<file path="config.mk">
export PLATFORM = sky130hd
export DESIGN_NAME = alu_arbiter_flat
export DESIGN_NICKNAME = d
export VERILOG_FILES = /design/src/rtl/alu_pkg.sv /design/src/rtl/alu_arbiter_if.sv /design/src/rtl/alu_arbiter_rr_arb2.sv /design/src/rtl/alu_arbiter.sv /design/src/flat_wrapper.sv
export SDC_FILE = /design/constraint.sdc
export NUM_CORES = 1
export LEC_CHECK = 0
export CAP_MARGIN = 20
export CORE_AREA = 2 2 145 147
export CTS_CLUSTER_SIZE = 16
export DETAILED_ROUTE_END_ITERATION = 7
export DIE_AREA = 0 0 147 149
export DONT_BUFFER_PORTS = 1
export PLACE_DENSITY = 0.3
export SLEW_MARGIN = 20
export SYNTH_ARGS = -nofsm -noshare
export SYNTH_HDL_FRONTEND = slang
export SYNTH_SLANG_ARGS = --single-unit
</file>
<file path="constraint.sdc">
create_clock -name i_clk -period 3.4 [get_ports i_clk]
set_clock_uncertainty 0.15 [all_clocks]
set_input_delay 0.51 -clock i_clk [delete_from_list [all_inputs] [get_ports i_clk]]
set_output_delay 0.51 -clock i_clk [all_outputs]
set_load 0.005 [all_outputs]
</file>
<file path="src/rtl/alu_pkg.sv">
// alu_pkg: shared types and constants for the ALU arbiter slice.
//   ALU_DW       : operand/result width that the request record is built for
//   ALU_*        : ALU opcode encodings. The arbiter passes these through
//                  without looking at them.
//   arb_state_t  : arbiter result-slot state (IDLE = empty, HOLD = result held)
//   alu_req_t    : one requester's ALU operation {alusrc, aluctrl, op1, imm, reg2}
package alu_pkg;
   localparam int ALU_DW = 32;

   localparam logic [3:0] ALU_ADD   = 4'b0000;
   localparam logic [3:0] ALU_SUB   = 4'b1000;
   localparam logic [3:0] ALU_SLL   = 4'b0001;
   localparam logic [3:0] ALU_SLT   = 4'b0010;
   localparam logic [3:0] ALU_SLTU  = 4'b0011;
   localparam logic [3:0] ALU_XOR   = 4'b0100;
   localparam logic [3:0] ALU_SRL   = 4'b0101;
   localparam logic [3:0] ALU_SRA   = 4'b1101;
   localparam logic [3:0] ALU_OR    = 4'b0110;
   localparam logic [3:0] ALU_AND   = 4'b0111;
   localparam logic [3:0] ALU_PASSB = 4'b1111;

   typedef enum logic {IDLE, HOLD} arb_state_t;

   typedef struct packed {
      logic              alusrc;
      logic [3:0]        aluctrl;
      logic [ALU_DW-1:0] op1;
      logic [ALU_DW-1:0] imm;
      logic [ALU_DW-1:0] reg2;
   } alu_req_t;
endpackage

</file>
<file path="src/rtl/alu_arbiter_if.sv">
// alu_arbiter_if: the bus between the requesters, the arbiter and the shared ALU.
//   req_*  : per-requester request channel (valid/ready plus operation fields)
//   alu_*  : operand/control to the ALU, alu_out/alu_eq back from it
//   rsp_*  : one-hot response channel carrying the registered result
// Modports: slave = arbiter side, master = requesters + ALU side.
interface alu_arbiter_if #(
   parameter int D_WIDTH = 32,
   parameter int N_REQ   = 2
);
   logic [N_REQ-1:0]              req_valid;
   logic [N_REQ-1:0]              req_ready;
   logic [N_REQ-1:0]              req_alusrc;
   logic [N_REQ-1:0][3:0]         req_aluctrl;
   logic [N_REQ-1:0][D_WIDTH-1:0] req_op1;
   logic [N_REQ-1:0][D_WIDTH-1:0] req_imm;
   logic [N_REQ-1:0][D_WIDTH-1:0] req_reg2;

   logic                          alu_alusrc;
   logic [3:0]                    alu_aluctrl;
   logic [D_WIDTH-1:0]            alu_op1;
   logic [D_WIDTH-1:0]            alu_immop;
   logic [D_WIDTH-1:0]            alu_regop2;
   logic [D_WIDTH-1:0]            alu_out;
   logic                          alu_eq;

   logic [N_REQ-1:0]              rsp_valid;
   logic [N_REQ-1:0]              rsp_ready;
   logic [D_WIDTH-1:0]            rsp_data;
   logic                          rsp_eq;

   modport slave (
      input  req_valid, req_alusrc, req_aluctrl, req_op1, req_imm, req_reg2,
      output req_ready,
      output alu_alusrc, alu_aluctrl, alu_op1, alu_immop, alu_regop2,
      input  alu_out, alu_eq,
      output rsp_valid, rsp_data, rsp_eq,
      input  rsp_ready
   );

   modport master (
      output req_valid, req_alusrc, req_aluctrl, req_op1, req_imm, req_reg2,
      input  req_ready,
      input  alu_alusrc, alu_aluctrl, alu_op1, alu_immop, alu_regop2,
      output alu_out, alu_eq,
      input  rsp_valid, rsp_data, rsp_eq,
      output rsp_ready
   );
endinterface

</file>
<file path="src/rtl/alu_arbiter_rr_arb2.sv">
// rr_arb2: two-port grant logic for the ALU arbiter.
//   i_req       : request valids
//   i_ptr       : index of the last granted port; a tie goes to the other one
//   i_slot_free : result slot can take a new operation this cycle
//   o_gnt       : one-hot grant, zero when the slot is busy or no request
// Macro ALU_ARB_FIXED_PRIO_EN: port 0 always wins a tie and i_ptr is ignored.
// Port 1 can then starve, which is acceptable for the execute path.
module rr_arb2 (
   input  logic [1:0] i_req,
   input  logic       i_ptr,
   input  logic       i_slot_free,
   output logic [1:0] o_gnt
);
`ifdef ALU_ARB_FIXED_PRIO_EN
   logic w_unused_ptr;
   assign w_unused_ptr = i_ptr;
`endif

   always_comb begin
      o_gnt = 2'b00;
      if (i_slot_free) begin
         case (i_req)
            2'b01:   o_gnt = 2'b01;
            2'b10:   o_gnt = 2'b10;
`ifdef ALU_ARB_FIXED_PRIO_EN
            2'b11:   o_gnt = 2'b01;
`else
            2'b11:   o_gnt = i_ptr ? 2'b01 : 2'b10;
`endif
            default: o_gnt = 2'b00;
         endcase
      end
   end
endmodule

</file>
<file path="src/rtl/alu_arbiter.sv">
// alu_arbiter: shares one combinational ALU between the execute stage (port 0)
// and the branch/address helper (port 1). There is one result slot, so only
// one operation is in flight at a time.
//   i_clk : clock, rising edge
//   i_rst : synchronous active-high reset. Drops any held result and sets the
//           tie-break so that port 0 wins the first tie.
//   bus   : alu_arbiter_if.slave. Carries the req_* channel in, the alu_*
//           operands out and the result back, and the rsp_* channel out.
// Operation: a request is granted when the slot is free. Its fields drive the
// ALU in the same cycle, and the ALU result is captured into rsp_* on that edge.
// The held result is released when its owner's rsp_ready is high. A new accept
// can happen in the same cycle, which gives back-to-back throughput.
// Macro ALU_ARB_FIXED_PRIO_EN: strict priority to port 0. No round-robin pointer.
module alu_arbiter
   import alu_pkg::*;
#(
   parameter int D_WIDTH = 32,
   parameter int N_REQ   = 2
) (
   input  logic        i_clk,
   input  logic        i_rst,
   alu_arbiter_if.slave bus
);
   generate
      if (N_REQ != 2) begin : g_nreq_chk
         $error("alu_arbiter: N_REQ must be 2");
      end
      // The request record in alu_pkg is built at ALU_DW.
      if (D_WIDTH != ALU_DW) begin : g_dw_chk
         $error("alu_arbiter: D_WIDTH must equal alu_pkg::ALU_DW");
      end
   endgenerate

   arb_state_t         r_state, w_nxt_state;
   logic [N_REQ-1:0]   r_rsp_valid;
   logic [D_WIDTH-1:0] r_rsp_data;
   logic               r_rsp_eq;
   logic               w_ptr;

   alu_req_t           w_req [N_REQ];
   alu_req_t           w_sel;
   logic [1:0]         w_gnt;
   logic               w_acc;
   logic               w_gidx;
   logic               w_consume;
   logic               w_slot_free;

   // Collect each port's fields into one request record.
   for (genvar gi = 0; gi < N_REQ; gi++) begin : g_req
      assign w_req[gi] = {bus.req_alusrc[gi], bus.req_aluctrl[gi],
                          bus.req_op1[gi], bus.req_imm[gi], bus.req_reg2[gi]};
   end

   // Only the owner's rsp_ready counts. rsp_valid is zero when the slot is IDLE.
   assign w_consume   = |(r_rsp_valid & bus.rsp_ready);
   assign w_slot_free = (r_state == IDLE) || ((r_state == HOLD) && w_consume);

`ifdef ALU_ARB_FIXED_PRIO_EN
   assign w_ptr = 1'b1;
`else
   logic r_rr_ptr;
   assign w_ptr = r_rr_ptr;
`endif

   rr_arb2 u_arb (
      .i_req       (bus.req_valid),
      .i_ptr       (w_ptr),
      .i_slot_free (w_slot_free),
      .o_gnt       (w_gnt)
   );

   // A grant is only issued to a valid port. ready is the grant itself, so
   // any grant is an accept.
   assign bus.req_ready = w_gnt;
   assign w_acc         = |w_gnt;
   assign w_gidx        = w_gnt[1];

   // The ALU sees the winner's fields unmodified, and zeros when idle.
   assign w_sel           = w_acc ? w_req[w_gidx] : '0;
   assign bus.alu_alusrc  = w_sel.alusrc;
   assign bus.alu_aluctrl = w_sel.aluctrl;
   assign bus.alu_op1     = w_sel.op1;
   assign bus.alu_immop   = w_sel.imm;
   assign bus.alu_regop2  = w_sel.reg2;

   always_ff @(posedge i_clk) begin
      if (i_rst) r_state <= IDLE;
      else       r_state <= w_nxt_state;
   end

   always_comb begin
      w_nxt_state = r_state;
      case (r_state)
         IDLE:    if (w_acc) w_nxt_state = HOLD;
         HOLD:    if (w_acc)          w_nxt_state = HOLD;
                  else if (w_consume) w_nxt_state = IDLE;
         default: w_nxt_state = IDLE;
      endcase
   end

   // Result slot. On a plain consume, data/eq keep their last value and only
   // valid drops.
   always_ff @(posedge i_clk) begin
      if (i_rst) begin
         r_rsp_valid <= '0;
         r_rsp_data  <= '0;
         r_rsp_eq    <= 1'b0;
      end else if (w_acc) begin
         r_rsp_valid <= w_gnt;
         r_rsp_data  <= bus.alu_out;
         r_rsp_eq    <= bus.alu_eq;
      end else if (w_consume) begin
         r_rsp_valid <= '0;
      end
   end

`ifndef ALU_ARB_FIXED_PRIO_EN
   // The pointer moves only on an accept. A request withdrawn before it is
   // accepted leaves the pointer alone.
   always_ff @(posedge i_clk) begin
      if (i_rst)      r_rr_ptr <= 1'b1;
      else if (w_acc) r_rr_ptr <= w_gidx;
   end
`endif

   assign bus.rsp_valid = r_rsp_valid;
   assign bus.rsp_data  = r_rsp_data;
   assign bus.rsp_eq    = r_rsp_eq;
endmodule

</file>
<file path="src/flat_wrapper.sv">
// flat-port wrapper written by rule: the top's interface ports become plain ports
module alu_arbiter_flat import alu_pkg::*;
#(
   parameter int D_WIDTH = 32,
   parameter int N_REQ   = 2
)
  (i_clk, i_rst, bus_req_valid, bus_req_alusrc, bus_req_aluctrl, bus_req_op1, bus_req_imm, bus_req_reg2, bus_req_ready, bus_alu_alusrc, bus_alu_aluctrl, bus_alu_op1, bus_alu_immop, bus_alu_regop2, bus_alu_out, bus_alu_eq, bus_rsp_valid, bus_rsp_data, bus_rsp_eq, bus_rsp_ready);
  alu_arbiter_if #(.D_WIDTH(D_WIDTH), .N_REQ(N_REQ)) bus_i ();
  input  logic i_clk;
  input  logic i_rst;
  input wire logic [$bits(bus_i.req_valid)-1:0] bus_req_valid;
  input wire logic [$bits(bus_i.req_alusrc)-1:0] bus_req_alusrc;
  input wire logic [$bits(bus_i.req_aluctrl)-1:0] bus_req_aluctrl;
  input wire logic [$bits(bus_i.req_op1)-1:0] bus_req_op1;
  input wire logic [$bits(bus_i.req_imm)-1:0] bus_req_imm;
  input wire logic [$bits(bus_i.req_reg2)-1:0] bus_req_reg2;
  output wire logic [$bits(bus_i.req_ready)-1:0] bus_req_ready;
  output wire logic [$bits(bus_i.alu_alusrc)-1:0] bus_alu_alusrc;
  output wire logic [$bits(bus_i.alu_aluctrl)-1:0] bus_alu_aluctrl;
  output wire logic [$bits(bus_i.alu_op1)-1:0] bus_alu_op1;
  output wire logic [$bits(bus_i.alu_immop)-1:0] bus_alu_immop;
  output wire logic [$bits(bus_i.alu_regop2)-1:0] bus_alu_regop2;
  input wire logic [$bits(bus_i.alu_out)-1:0] bus_alu_out;
  input wire logic [$bits(bus_i.alu_eq)-1:0] bus_alu_eq;
  output wire logic [$bits(bus_i.rsp_valid)-1:0] bus_rsp_valid;
  output wire logic [$bits(bus_i.rsp_data)-1:0] bus_rsp_data;
  output wire logic [$bits(bus_i.rsp_eq)-1:0] bus_rsp_eq;
  input wire logic [$bits(bus_i.rsp_ready)-1:0] bus_rsp_ready;
  assign bus_i.req_valid = bus_req_valid;
  assign bus_i.req_alusrc = bus_req_alusrc;
  assign bus_i.req_aluctrl = bus_req_aluctrl;
  assign bus_i.req_op1 = bus_req_op1;
  assign bus_i.req_imm = bus_req_imm;
  assign bus_i.req_reg2 = bus_req_reg2;
  assign bus_req_ready = bus_i.req_ready;
  assign bus_alu_alusrc = bus_i.alu_alusrc;
  assign bus_alu_aluctrl = bus_i.alu_aluctrl;
  assign bus_alu_op1 = bus_i.alu_op1;
  assign bus_alu_immop = bus_i.alu_immop;
  assign bus_alu_regop2 = bus_i.alu_regop2;
  assign bus_i.alu_out = bus_alu_out;
  assign bus_i.alu_eq = bus_alu_eq;
  assign bus_rsp_valid = bus_i.rsp_valid;
  assign bus_rsp_data = bus_i.rsp_data;
  assign bus_rsp_eq = bus_i.rsp_eq;
  assign bus_i.rsp_ready = bus_rsp_ready;
  alu_arbiter #(.D_WIDTH(D_WIDTH), .N_REQ(N_REQ)) u_core (.i_clk(i_clk), .i_rst(i_rst), .bus(bus_i));
endmodule
</file>
==> implementation parameters <==
Parameter                              Value

Outcome
  Result of the run ... complete, no violations

Routing
  First DRT Iteration DRCs ... 150
  Total Routed Length ... about 14,000 um
  DRT antenna net count ... 0
  Drt drc ... 0
  Total number of vias ... 3,308
  Average detailed-routed wire length per instance ... between 20 and 25 um
  First-pass DRT Iterations ... 4
  Via-per-instance ratio ... 5.035

STA
  Clock period minus worst slack ... 2578 ps
  Slew at the pin closest to its max-slew limit ... between 600 and 700 ps
  Normalized max-slew margin ... 0.5727
  Fin crit share ... 0.7584
  Final setup TNS ... 0 ps
  Final hold violations ... 0
  Setup WS post-layout ... around 800 ps
  Number of pins with negative max-slew slack in the final report ... 0
  Final-report setup violation count ... 0
  Setup repair after global routing missed its margin ... no
  Highest achievable clock rate ... roughly 390 MHz

Critical path
  Worst reg-to-reg path cell count ... 4
  Crit path kind ... reg2out
  Beginning of the worst register-to-register path ... u_core.bus.rsp_valid[1]$_SDFFE_PP0P_
  Data required time of the worst path ... ~2700 ps
  Internal reg-to-reg setup slack ... about 1500 ps
  Type of element capturing the critical path ... output port
  Worst Path Max Fanout ... 73
  Critical Path End ... bus_alu_op1[12]
  Worst r2r dst ... u_core.bus.rsp_data[25]$_SDFFE_PP0P_
  Data arrival, critical path ... 1920 ps
  Setup crit start kind ... register
  Start point of the critical path ... u_core.r_rr_ptr$_SDFFE_PP1P_

CTS
  Register clock-pin slew on the reported worst setup and hold paths ... around 60 ps
  Sink count of the clock tree ... 37
  Worst skew pair latency ... around 280 ps
  Post-CTS Setup Repair Bufs ... 0
  Number of CTS-inserted buffers ... 5
  Total of cells resized after clock tree synthesis ... 0
  Clock buffer depth ... 2
  Clock tree from TritonCTS ... yes
  Cell at the root of the clock tree ... sky130_fd_sc_hd__clkbuf_16
  CTS HTree Levels ... 2
  Cts-stage hold buffer count ... 0

GRT
  Wire length of the first global-routing pass ... ~19,000 um
  All-layer global routing usage ... 0.1146
  Number of antenna violations at the first check in global routing ... 5
  Number of global-route vias before repair ... between 2k and 3k
  Maximum number of pins on one net before global-route repair ... about 110
  Final global-route overflow total ... 0

Synth
  Register bit total from synthesis ... 37
  Area leader, netlist ... sky130_fd_sc_hd__a32oi_1
  Post-synth EDFFs ... 0
  Most frequent cells after synthesis ... sky130_fd_sc_hd__a32oi_1 (102), sky130_fd_sc_hd__nor2_1 (102), sky130_fd_sc_hd__nand2b_1 (67)
  Unique masters post-synth ... 26
  Sequential-to-total area share from yosys stat ... 0.2312
  Net count after synthesis ... between 600 and 700
  Combined area of all synthesized cells ... about 3200 sq um
  Top cell type's share of synthesized area ... 0.2788
  Ys Warns ... 0
  Dominant cells by area after synthesis ... sky130_fd_sc_hd__a32oi_1 (28%), sky130_fd_sc_hd__dfxtp_1 (23%), sky130_fd_sc_hd__nand2b_1 (13%)
  Mean Syn Cell Area ... around 7.7 sq um
  Number of instances in the synthesized netlist ... 417
  Commonest register cell after synthesis ... sky130_fd_sc_hd__dfxtp_1
  Post-synth ARST share ... 0

Floorplanning
  DIE AREA ... 21,900 sq um
  Top-level port count ... 379
  Floorplan die height ... between 100 and 150 um
  Horizontal die dimension ... approximately 150 um
  Core box area ... around 21,000 sq um
  Initial core utilization ... 0.1559
  Row Count ... 53

Place
  Number of buffers inserted by port buffering ... 0
  Dpl ws ... 991.9 ps
  Cells after DPL ... 644
  HPWL after DPL ... 11,230 um
  Final RePlAce weighted congestion ... between 0.8 and 0.9

Layout
  Area growth syn-to-layout ... 10.39%
  Count of non-filler cells in the finished layout ... 657
  Utilization of the core after routing ... 0.1721
  Ratio of cells with drive above 1 in the final layout ... 0.06101
  Final-stage net count ... about 600

Hold path
  Class of the tightest hold or removal check ... in2reg

Pwr
  Static Leakage ... between 1 and 1.5 nW
  Power per Cell Area ... around 380 nW/um^2
  VDD IR max ... roughly 0.29 mV
  Total power ... 1.339 mW

Job
  Count of maximum capacitance violations ... 0
==> per-layer routing <==
metal / wire length [um] / share of wire / track usage
met5: 0 / 0 / 0
met4: 427 / 0.030 / 0.05288
met3: 1580 / 0.11 / 0.04251
met2: 7253 / 0.51 / 0.2021
met1: 5081 / 0.35 / 0.1223
==> placed cells by master, fill, tap and decap left out <==
| cell type | count |
|---|---|
| sky130_fd_sc_hd__a32oi_1 | 102 |
| sky130_fd_sc_hd__nor2_1 | 102 |
| sky130_fd_sc_hd__nand2b_1 | 66 |
| sky130_fd_sc_hd__dfxtp_1 | 37 |
| sky130_fd_sc_hd__mux2i_1 | 33 |
| sky130_fd_sc_hd__diode_2 | 5 |
| sky130_fd_sc_hd__clkbuf_16 | 5 |
| sky130_fd_sc_hd__buf_4 | 4 |
| sky130_fd_sc_hd__buf_12 | 3 |
| sky130_fd_sc_hd__nand2_1 | 2 |
| sky130_fd_sc_hd__a21bo_2 | 2 |
| sky130_fd_sc_hd__a21oi_4 | 2 |
| sky130_fd_sc_hd__a21oi_1 | 2 |
| sky130_fd_sc_hd__clkinv_2 | 2 |
| sky130_fd_sc_hd__nand2_2 | 1 |
| sky130_fd_sc_hd__a21boi_2 | 1 |
| sky130_fd_sc_hd__a21boi_4 | 1 |
| sky130_fd_sc_hd__and2_1 | 1 |
| sky130_fd_sc_hd__nand2b_4 | 1 |
| sky130_fd_sc_hd__and3_1 | 1 |
| sky130_fd_sc_hd__nand3b_1 | 1 |
| sky130_fd_sc_hd__a221oi_1 | 1 |
| sky130_fd_sc_hd__a211o_1 | 1 |
| sky130_fd_sc_hd__nor2b_1 | 1 |
| sky130_fd_sc_hd__inv_1 | 1 |
| sky130_fd_sc_hd__o211ai_1 | 1 |
| sky130_fd_sc_hd__a211oi_1 | 1 |
| sky130_fd_sc_hd__o21ai_0 | 1 |
| sky130_fd_sc_hd__clkinvlp_4 | 1 |
==> stage by stage <==
step | cell area (sq um) | hold WS (ps)
floorplan | 3204 | 315.0
global placement | 3382 | 332.2
detailed placement | 3382 | 333.2
CTS | 3525 | 130.2
global route | 3537 | 137.1
finish | 3537 | 147.0
==> worst max-delay path, stage by stage, from the launching register on <==
cell                       delay, ps
sky130_fd_sc_hd__dfxtp_1         360
sky130_fd_sc_hd__a21boi_4        490
sky130_fd_sc_hd__buf_12          330
sky130_fd_sc_hd__a32oi_1         140
sky130_fd_sc_hd__nor2_1          220
==> cells by family (layout without fill, tap and decap cells) <==
group / Yosys count / count (layout) / share of synthesized area
DFF: 37 / 37 / 0.2312
muxes: 33 / 33 / 0.1031
other: 0 / 5 / 0
and+or+nand+nor: 176 / 176 / 0.2628
buffers and inverters: 56 / 16 / 0.08942
AOI/OAI and AO/OA: 115 / 115 / 0.3136
==> worst min-delay path by stage <==
stage                                               startpoint                                   end  slack [ps]  depth (start not counted)
after CTS                                                i_rst             u_core.r_state$_SDFF_PP0_         130                          1
after global routing                                     i_rst             u_core.r_state$_SDFF_PP0_         140                          1
after floorplan            u_core.bus.rsp_data[0]$_SDFFE_PP0P_   u_core.bus.rsp_data[0]$_SDFFE_PP0P_         310                          2
after global placement    u_core.bus.rsp_data[31]$_SDFFE_PP0P_  u_core.bus.rsp_data[31]$_SDFFE_PP0P_         330                          2
after detailed placement  u_core.bus.rsp_data[29]$_SDFFE_PP0P_  u_core.bus.rsp_data[29]$_SDFFE_PP0P_         330                          2
final                                                    i_rst             u_core.r_state$_SDFF_PP0_         150                          1
==> sequential cells by signal, summed over array words and instances, names as in the netlist <==
signal	count
u_core.r_rr_ptr	1
u_core.bus.rsp_eq	1
u_core.bus.rsp_data	32
u_core.bus.rsp_valid	2
u_core.r_state	1
==> final cells by class <==
| cell class | count | area, sq um |
|---|---|---|
| Tap cell | 275 | 344.1 |
| Timing Repair Buffer | 7 | 90.09 |
| Multi-Input combinational cell | 324 | 2203 |
| Clock inverter | 3 | 17.52 |
| Fill cell | 2351 | 17020 |
| Antenna cell | 5 | 12.51 |
| Inverter | 1 | 3.754 |
| Clock buffer | 5 | 125.1 |
| Sequential cell | 37 | 740.7 |
==> power by group <==
part	internal, mW	switching, mW
clock network	0.269	0.185
logic	0.146	0.235
registers	0.470	0.0337
Power figures use the tool's default switching activity.
==> RTL edit: new RTL, config.mk and constraints unchanged <==
Reset style: asynchronous (`i_rst`), changed in 3 clocked blocks. Comments in the files are not updated.
--- a/src/rtl/alu_arbiter.sv
+++ b/src/rtl/alu_arbiter.sv
@@ -85,3 +85,3 @@
 
-   always_ff @(posedge i_clk) begin
+   always_ff @(posedge i_clk or posedge i_rst) begin
       if (i_rst) r_state <= IDLE;
@@ -102,3 +102,3 @@
    // valid drops.
-   always_ff @(posedge i_clk) begin
+   always_ff @(posedge i_clk or posedge i_rst) begin
       if (i_rst) begin
@@ -119,3 +119,3 @@
    // accepted leaves the pointer alone.
-   always_ff @(posedge i_clk) begin
+   always_ff @(posedge i_clk or posedge i_rst) begin
       if (i_rst)      r_rr_ptr <= 1'b1;
Function: differs if i_rst is asserted again (counterexample within 4 cycles, from zero or initial values and one cycle with i_rst high); with i_rst held inactive, the same outputs for 4 cycles.
==> RTL edit against the unedited design <==
Utilization is 0.49 points lower. Final cell count is 4.6% higher. Largest power group unchanged. Cell area is 2.9% lower. Sequential share of layout area is 6.0 points higher. Sequential cell count stayed put. Power is 47% higher. Routed wire length is 10% lower. Critical path depth stayed put. Largest cell class unchanged. Area after synthesis is 0.90% lower. Setup slack worse by 0.20 ns. Register-to-register slack worse by 0.06 ns. Sequential power is 67% higher.
==> RTL edit: results (changes against the unedited design) <==
* Distinct cells, synth at 25 (was 26)
* Diode count at 0 (was 5)
* Leakage Power at 0.00115 uW (was 0.00117 uW)
* Vias in the first global route at 2993 (was 2965)
* DP Cell Count at 680 (was 644)
* Global-route wire length before repair at 17.5 mm (was 19.3 mm)
* Worst-margin pin slew at 0.848 ns (was 0.639 ns)
* Seq. cell area at 927 um^2 (was 741 um^2)
* Sequential fraction of the synthesis area at 29.2% (was 23.1%)
* Clock share of power at 23.1% (was 33.9%)
* Combinational Power Share at 34.4% (was 28.5%)
* Met3 GRT Util at 2.78% (was 4.25%)
* RR Endpoint: u_core.bus.rsp_data[26] (was u_core.bus.rsp_data[25])
* Layout cells sized above 1 at 12.6% (was 6.10%)
* Nets@finish at 653 (was 617)
* Worst VDD drop at 238 uV (was 287 uV)
* Initial antenna violation count at 0 (was 5)
* F_max at 360 MHz (was 388 MHz)
* Crit path from: u_core.r_rr_ptr (unchanged)
* Hold WC Path Type: in -> async (was in -> reg)
* Layout filler cell count at 2348 (was 2351)
* Final hold slack at 0.147 ns (about the same)
* CP Max Fanout at 67 (was 73)
* DPL Wire Length at 10.0 mm (was 11.2 mm)
* R2r startpoint: u_core.bus.rsp_valid[0] (was u_core.bus.rsp_valid[1])
* Metal-1 WL at 4.81 mm (was 5.08 mm)
* P_sw at 742 uW (was 454 uW)
* Area post-placement at 3290 um^2 (was 3380 um^2)
* Gr usage total at 10.2% (was 11.5%)
* Sw frac at 37.6% (was 33.9%)
* Crit-path slowest cell: dfstp_2 (was a21boi_4)
* WL final at 12.9 mm (was 14.3 mm)
* Synthesized area per cell at 7.10 um^2 (was 7.68 um^2)
* Top post-synthesis cells by count: 104 x a21oi_1, 104 x nand2_1, 101 x nand3_1, 36 x dfrtp_1, 31 x mux2_2 (was 102 x a32oi_1, 102 x nor2_1, 67 x nand2b_1, 37 x dfxtp_1, 33 x mux2i_1)
* Wire length per cell at 18.8 um (was 21.8 um)
* Final GP Congestion at 0.720 (was 0.886)
* DRT Pass-1 Iters at 7 (was 4)
* Met1 global-route usage at 11.9% (was 12.2%)
* CP peak stage delay at 0.58 ns (was 0.49 ns)
* Critical path arrival at 2.11 ns (was 1.92 ns)
* Pre-CTS WS at 0.949 ns (was 0.992 ns)
* Global routing usage on met2 at 18.9% (was 20.2%)
* Status: complete, no violations (unchanged)
* Reg-to-reg setup timing slack at 1.48 ns (was 1.54 ns)
* Area contributors post-synth: dfrtp_1 28%, a21oi_1 16%, nand3_1 16%, nand2_1 12%, mux2_2 11% (was a32oi_1 28%, dfxtp_1 23%, nand2b_1 13%, nor2_1 12%, mux2i_1 10%)
* First DRT Iteration DRCs at 195 (was 150)
* Mapped Nets at 688 (was 658)
==> RTL edit: changes by cell type after synthesis, moves of 6 or more <==
cell	before	now
dfrtp_1	0	36
nand2_1	2	104
a21oi_1	3	104
nor2_1	102	3
buf_6	3	10
nand2b_1	67	2
buf_2	31	25
nand3_1	0	101
dfxtp_1	37	0
mux2i_1	33	0
mux2_2	0	31
clkbuf_1	16	5
a32oi_1	102	0
==> RTL edit: cells by family (layout without fill, tap and decap cells) <==
logic type / count (synthesis) / after routing / synth area share [%]
and+or+nand+nor: 210 / 210 / 29.0
AOI/OAI and AO/OA: 116 / 116 / 19.9
muxes: 33 / 33 / 11.7
buffers and inverters: 51 / 16 / 10.2
DFF: 37 / 37 / 29.2
==> RTL edit: final cells by class <==
class,count,area share [%]
Inverter,2,0.218
Clock buffer,6,4.04
Multi-Input combinational cell,359,56.6
Sequential cell,37,27.0
Timing Repair Buffer,7,1.89
Tap cell,275,10.0
Clock inverter,1,0.218
